`src/rtl/gfau_padd_ctrl.sv`:
```
// gfau_padd_ctrl: sequences one affine point addition P3 = P1 + P2 as nine GFAU commands.
module gfau_padd_ctrl #(
  parameter int SIZE    = 32,
  parameter int TIMEOUT = 1024
) (
  input  logic            i_clk,
  input  logic            i_rst_n,
  input  logic            i_start,
  input  logic [SIZE-1:0] i_x1,
  input  logic [SIZE-1:0] i_y1,
  input  logic [SIZE-1:0] i_x2,
  input  logic [SIZE-1:0] i_y2,
  input  logic [SIZE-1:0] i_prime,
  output logic            o_busy,
  output logic            o_done,
  output logic            o_err,
  output logic [SIZE-1:0] o_x3,
  output logic [SIZE-1:0] o_y3,
  output logic [SIZE-1:0] o_gfau_in_0,
  output logic [SIZE-1:0] o_gfau_in_1,
  output logic [SIZE-1:0] o_gfau_prime,
  output logic [1:0]      o_gfau_op,
  output logic            o_gfau_start,
  input  logic            i_gfau_done,
  input  logic [SIZE-1:0] i_gfau_result
);
  localparam int CW = $clog2(TIMEOUT) + 1;
  typedef enum logic [2:0] {IDLE, CHECK, ISSUE, WAIT, DONE} state_t;
  state_t r_state, w_next;
  logic [SIZE-1:0] r_rf [12];
  logic [SIZE-1:0] r_x3, r_y3, w_in0, w_in1;
  logic [3:0]      r_step, w_a, w_b, w_dst;
  logic [1:0]      w_op;
  logic [13:0]     w_rom;
  logic [CW-1:0]   r_cnt;
  logic            r_err, w_cmd, w_last, w_timeout;
  // {a, b, op, dst}; indices 0..4 x1,y1,x2,y2,p; 5..10 t0..t5; 11 lam; 12 x3; 13 y3
  always_comb begin
    w_rom = '0;
    case (r_step)
      4'd0: w_rom = {4'd3,  4'd1,  2'd1, 4'd5};
      4'd1: w_rom = {4'd2,  4'd0,  2'd1, 4'd6};
      4'd2: w_rom = {4'd5,  4'd6,  2'd3, 4'd11};
      4'd3: w_rom = {4'd11, 4'd11, 2'd2, 4'd7};
      4'd4: w_rom = {4'd7,  4'd0,  2'd1, 4'd8};
      4'd5: w_rom = {4'd8,  4'd2,  2'd1, 4'd12};
      4'd6: w_rom = {4'd0,  4'd12, 2'd1, 4'd9};
      4'd7: w_rom = {4'd11, 4'd9,  2'd2, 4'd10};
      4'd8: w_rom = {4'd10, 4'd1,  2'd1, 4'd13};
      default: w_rom = '0;
    endcase
  end
  assign {w_a, w_b, w_op, w_dst} = w_rom;
  assign w_in0     = (w_a == 4'd12) ? r_x3 : r_rf[w_a];
  assign w_in1     = (w_b == 4'd12) ? r_x3 : r_rf[w_b];
  assign w_cmd     = (r_state == ISSUE) || (r_state == WAIT);
  assign w_last    = (r_step == 4'd8);
  assign w_timeout = (r_cnt == CW'(TIMEOUT - 1));
  assign o_busy       = w_cmd || (r_state == CHECK);
  assign o_done       = (r_state == DONE);
  assign o_err        = r_err;
  assign o_x3         = r_x3;
  assign o_y3         = r_y3;
  assign o_gfau_start = (r_state == ISSUE);
  assign o_gfau_in_0  = w_cmd ? w_in0 : '0;
  assign o_gfau_in_1  = w_cmd ? w_in1 : '0;
  assign o_gfau_op    = w_cmd ? w_op : 2'd0;
  assign o_gfau_prime = r_rf[4];
  always_ff @(posedge i_clk or negedge i_rst_n)
    if (!i_rst_n) r_state <= IDLE;
    else r_state <= w_next;
  always_comb begin
    w_next = r_state;
    case (r_state)
      IDLE:    w_next = i_start ? CHECK : IDLE;
      CHECK:   w_next = (r_rf[0] == r_rf[2]) ? DONE : ISSUE;
      ISSUE:   w_next = WAIT;
      WAIT:    w_next = i_gfau_done ? (w_last ? DONE : ISSUE) : (w_timeout ? DONE : WAIT);
      DONE:    w_next = IDLE;
      default: w_next = IDLE;
    endcase
  end
  always_ff @(posedge i_clk or negedge i_rst_n) begin
    if (!i_rst_n) begin
      for (int i = 0; i < 12; i++) r_rf[i] <= '0;
      r_x3   <= '0;
      r_y3   <= '0;
      r_step <= '0;
      r_cnt  <= '0;
      r_err  <= 1'b0;
    end else begin
      case (r_state)
        IDLE: if (i_start) begin
          r_rf[0] <= i_x1;
          r_rf[1] <= i_y1;
          r_rf[2] <= i_x2;
          r_rf[3] <= i_y2;
          r_rf[4] <= i_prime;
          r_x3    <= '0;
          r_y3    <= '0;
          r_err   <= 1'b0;
        end
        CHECK: begin
          r_step <= '0;
          if (r_rf[0] == r_rf[2]) r_err <= 1'b1;
        end
        ISSUE: r_cnt <= '0;
        WAIT: begin
          r_cnt <= r_cnt + 1'b1;
          if (i_gfau_done) begin
            if (w_dst == 4'd12) r_x3 <= i_gfau_result;
            else if (w_dst == 4'd13) r_y3 <= i_gfau_result;
            else r_rf[w_dst] <= i_gfau_result;
            if (!w_last) r_step <= r_step + 1'b1;
          end else if (w_timeout) begin
            r_err <= 1'b1;
            r_x3  <= '0;
            r_y3  <= '0;
          end
        end
        default: ;
      endcase
    end
  end
endmodule
```
`config.mk`:
```
export PLATFORM = sky130hd
export DESIGN_NAME = gfau_padd_ctrl
export DESIGN_NICKNAME = d
export VERILOG_FILES = /design/src/rtl/gfau_padd_ctrl.sv
export SDC_FILE = /design/constraint.sdc
export NUM_CORES = 1
export LEC_CHECK = 0
export CAP_MARGIN = 20
export CELL_PAD_IN_SITES_DETAIL_PLACEMENT = 0
export CELL_PAD_IN_SITES_GLOBAL_PLACEMENT = 1
export CORE_MARGIN = 1.5
export CORE_UTILIZATION = 46
export CTS_BUF_LIST = sky130_fd_sc_hd__clkbuf_4 sky130_fd_sc_hd__clkbuf_8
export DETAILED_ROUTE_END_ITERATION = 10
export DONT_BUFFER_PORTS = 1
export PLACE_DENSITY_LB_ADDON = 0.1
export REMOVE_ABC_BUFFERS = 1
export SLEW_MARGIN = 0
export SYNTH_ARGS = -nofsm -noshare
export SYNTH_HDL_FRONTEND = slang
export SYNTH_SLANG_ARGS = --single-unit
```
`constraint.sdc`:
```
create_clock -name i_clk -period 4.7 [get_ports i_clk]
set_input_delay 1.41 -clock i_clk [delete_from_list [all_inputs] [get_ports i_clk]]
set_output_delay 1.41 -clock i_clk [all_outputs]
set_load 0.03 [all_outputs]
```
==> impl_results.md <==
- Most frequent cells in the layout: nand2_1, dfrtp_1, mux2_2
- RePlAce Congestion: 0.9454
- Vias per inst: around 6.6
- Top FF cell, synth: dfrtp_1
- Vias in the first global route: 24680
- Initial antenna violation count: 4
- Setup ws final: -0.03584 ns
- Initial Utilization: 46.80%
- Max Cap Viol: 0
- Slew Limit Fails: 296
- Ports: 362
- Yosys warnings: 0
- CTS tree: yes
- Worst Skew: 0.02950 ns
- Post-synth EDFFs: 0
- P&R area growth vs syn: 20.92%
- Dpl ws: around 0.076 ns
- Comb power frac: roughly three fifths
- DRT iter0 DRCs: between 2000 and 3000
- Total power: between 0.03 and 0.04 W
- WL final: approximately 120000 um
- Register area share after synthesis: around 43%
- Syn Inst Count: 2871
- Max-slew headroom: -58.89%
- First-pass GRT wire length: between 150000 and 200000 um
- Pwr/cell area: around 920 mW/mm2
- Worst Max-Slew Pin Slew: around 2.4 ns
- CTS Buf Count: 85
- Async S/R FF share, synth: 100.0%
- Die area: ~0.061 mm2
- DR vias: ~25000
- Distinct cell type count after synthesis: just over 70
- Fin crit share: 100.8%
- Post-Synthesis Cell Area: between 0.02 and 0.03 mm2
- Antenna-violating nets left: 0
- Core Area: 0.05803 mm2
- Clock-pin slew on the worst setup and hold paths: around 0.06 ns
- Sequential Area: between 0.01 and 0.015 mm2
- Sw Pwr: 0.01468 W
- Clk_lat worst skew: just over 0.7 ns
- Sw Share: 48.79%
- Hold Crit Class: primary input to async pin
- DP HPWL: 71660 um
- CP most frequent cell: buf_6
- Critical Path RT: 3.29 ns
- 1st-pass router iterations: 6
- Reg power frac: 26.9%
- Pint: 0.01541 W
- Status: finished, violations left
- Grt ovf: 0
- Clock Root Buffer: clkbuf_8
- Worst-path cell chain: inv_2 > buf_6 > ha_4 > nor2b_4 > a211oi_4 > buf_6 > buf_6 > buf_12 > buf_16 > mux2i_1 > o221ai_1 > nor4_2 > nor2_1 > buf_4
- H-tree lvl count: 3
- Failing checks: max-slew violations, negative setup slack
- Minimum clock period after layout: ~4.7 ns
- CTS max path bufs: 3
- Endpoints failing setup: 8
- Port bufs: 0
- Commonest non-fill, non-tap cell in the layout: nand2_1
- Post-route DRC: 0
- WS Path Type: flip-flop to primary output
- CP endpoint kind: primary output
- Largest net degree at the start of global routing: 468
- Nets: about 3200
- Startpoint types: flip-flop
- Fmax: around 0.21 GHz
- Die X: around 250 um
- RSZ-0062 raised after global routing: yes
- Fill cell count: a little over 5000
- Crit-path max cell delay: 0.41 ns
- Setup TNS: -0.1836 ns
- Crit path arrival time: about 3.3 ns
- Util after Layout: between 50% and 60%
- Final instance area: roughly 0.033 mm2
- Global-route usage over all layers: 37.20%
- Syn avg cell area: roughly 9.5 um2
- Die Span Y: 246.0 um
- Crit path max fanout: 5
- Dpl cell area: 0.02874 mm2
- FF+latch count, synth: approximately 470
- Clk sinks: 467
- Share of post-route cells with drive strength above 1: 29.87%
- Leakage power: roughly 15 nW
- Clock power share: between 10% and 20%
- Row count: 88
- Peak VDD IR: ~0.64 mV
- Fin. Hold Viols: 0
- Wirelength per Cell: between 30 and 40 um
- Slowest cell on crit path: dfrtp_2
- Area of the multi-input gates: between 0.01 and 0.015 mm2
-- repair_timing --
action | CTS | global route
setup buffers | 33 | 51
hold buffers | 0 | 0
pin swaps | 26 | 58
cloned | 10 | 7
endpoints found under the setup margin | 64 | 64
gates resized for setup | 130 | 131
-- cells in the mapped netlist, types with 3 or more instances --
cell type | instances | area, um2
a2bb2oi_1 | 96 | 840.8
nor4_1 | 26 | 162.7
xnor2_1 | 32 | 280.3
a211o_1 | 4 | 35.03
mux2i_1 | 190 | 1902
a22oi_1 | 64 | 480.5
a31oi_1 | 9 | 56.30
nand4_1 | 17 | 106.4
buf_6 | 5 | 56.30
nand3b_1 | 5 | 37.54
mux2_1 | 8 | 90.09
inv_1 | 9 | 33.78
buf_1 | 14 | 52.55
nor3_1 | 7 | 35.03
a22o_1 | 3 | 26.28
o221ai_1 | 23 | 201.4
and2_1 | 4 | 25.02
nor2_1 | 116 | 435.4
o21ai_0 | 219 | 1096
mux2_2 | 280 | 3153
buf_2 | 76 | 380.4
o21ai_1 | 5 | 25.02
nand2b_1 | 9 | 56.30
a211oi_1 | 17 | 127.6
o211ai_1 | 6 | 45.04
a21oi_1 | 179 | 895.9
buf_4 | 45 | 337.8
a221oi_1 | 64 | 560.5
dfrtp_1 | 467 | 11690
clkbuf_1 | 157 | 589.3
nand3_1 | 64 | 320.3
nand2_1 | 497 | 1866
a32oi_1 | 5 | 43.79
ha_1 | 9 | 112.6
and3b_1 | 3 | 26.28
o22ai_1 | 52 | 325.3
nor2b_1 | 5 | 31.28
and3_1 | 38 | 237.7
-- stage by stage --
stage                     cells  hold WS, ns
after floorplan            2574       0.4622
after CTS                  3737       0.3891
after detailed placement   3543       0.5010
final                      3793       0.4294
after global placement     3543       0.4912
after global routing       3792       0.4132
-- metal layers --
layer,GRT usage [%],vias up,routed length [um]
met5,0,-,0
met1,50.38,12710,48450
met4,15.54,0,4488
li1,-,10630,-
met2,57.75,1388,52930
met3,7.712,250,10850
-- area by class of cell --
cell class | count | share of cell area (%)
Inverter | 9 | 0.1029
Antenna cell | 2 | 0.01524
Clock buffer | 138 | 5.232
Tap cell | 765 | 2.915
Clock inverter | 14 | 0.4077
Sequential cell | 467 | 35.59
Timing Repair Buffer | 299 | 10.12
Multi-Input combinational cell | 2099 | 45.61
-- path summary, 6_finish.rpt --
kind / from / end / slack, ns / depth (start not counted)
setup / recovery: r_step[1] / o_gfau_in_0[16] / -0.04 / 14
hold / removal: i_rst_n / o_gfau_prime[13] / 0.43 / 0
setup reg to reg: r_step[1] / o_gfau_prime[21] / 1.05 / 11
hold reg to reg: r_rf[337] / r_rf[337] / 0.51 / 2
max in group asynchronous: i_rst_n / r_step[1] / 2.28 / 0
min in group i_clk: r_rf[337] / r_rf[337] / 0.51 / 2
-- registers in the layout, summed over array words and instances (netlist names) --
name,flops
r_rf,352
o_gfau_prime,32
o_x3,32
o_y3,32
r_cnt,11
r_step,4
r_state,3
o_err,1
-- critical path, delay by kind of cell (launching register included) --
kind                       cells  cell delay, ns
buffers and inverters          7            0.89
and+or+nand+nor                3            0.56
AOI/OAI and AO/OA              2            0.41
DFF                            1            0.41
muxes                          1            0.21
adders and majority gates      1            0.15
-- logic make-up (layout without fill, tap and decap cells) --
| kind of cell | Yosys count | count (layout) | synth area share, % |
|---|---|---|---|
| and+or+nand+nor | 809 | 809 | 12.80 |
| AOI/OAI and AO/OA | 768 | 769 | 18.37 |
| muxes | 478 | 478 | 18.95 |
| DFF | 467 | 467 | 43.03 |
| buffers and inverters | 306 | 460 | 5.340 |
| xor gates and xnor gates | 34 | 34 | 1.097 |
| adders and majority gates | 9 | 9 | 0.4147 |
| other | 0 | 2 | 0 |
-- power groups by stage --
stage / Clock [W] / Combinational, W / Sequential (W)
6_report: 0.00424 / 0.0178 / 0.00808
5_1_grt: 0.00447 / 0.0186 / 0.00824
4_1_cts: 0.00428 / 0.0162 / 0.00798
3_5_place_dp: 0 / 0.0148 / 0.00802
3_3_place_gp: 0 / 0.0147 / 0.00797
2_1_floorplan: 0 / 0.00912 / 0.00746
(Power assumes the default switching activity.)
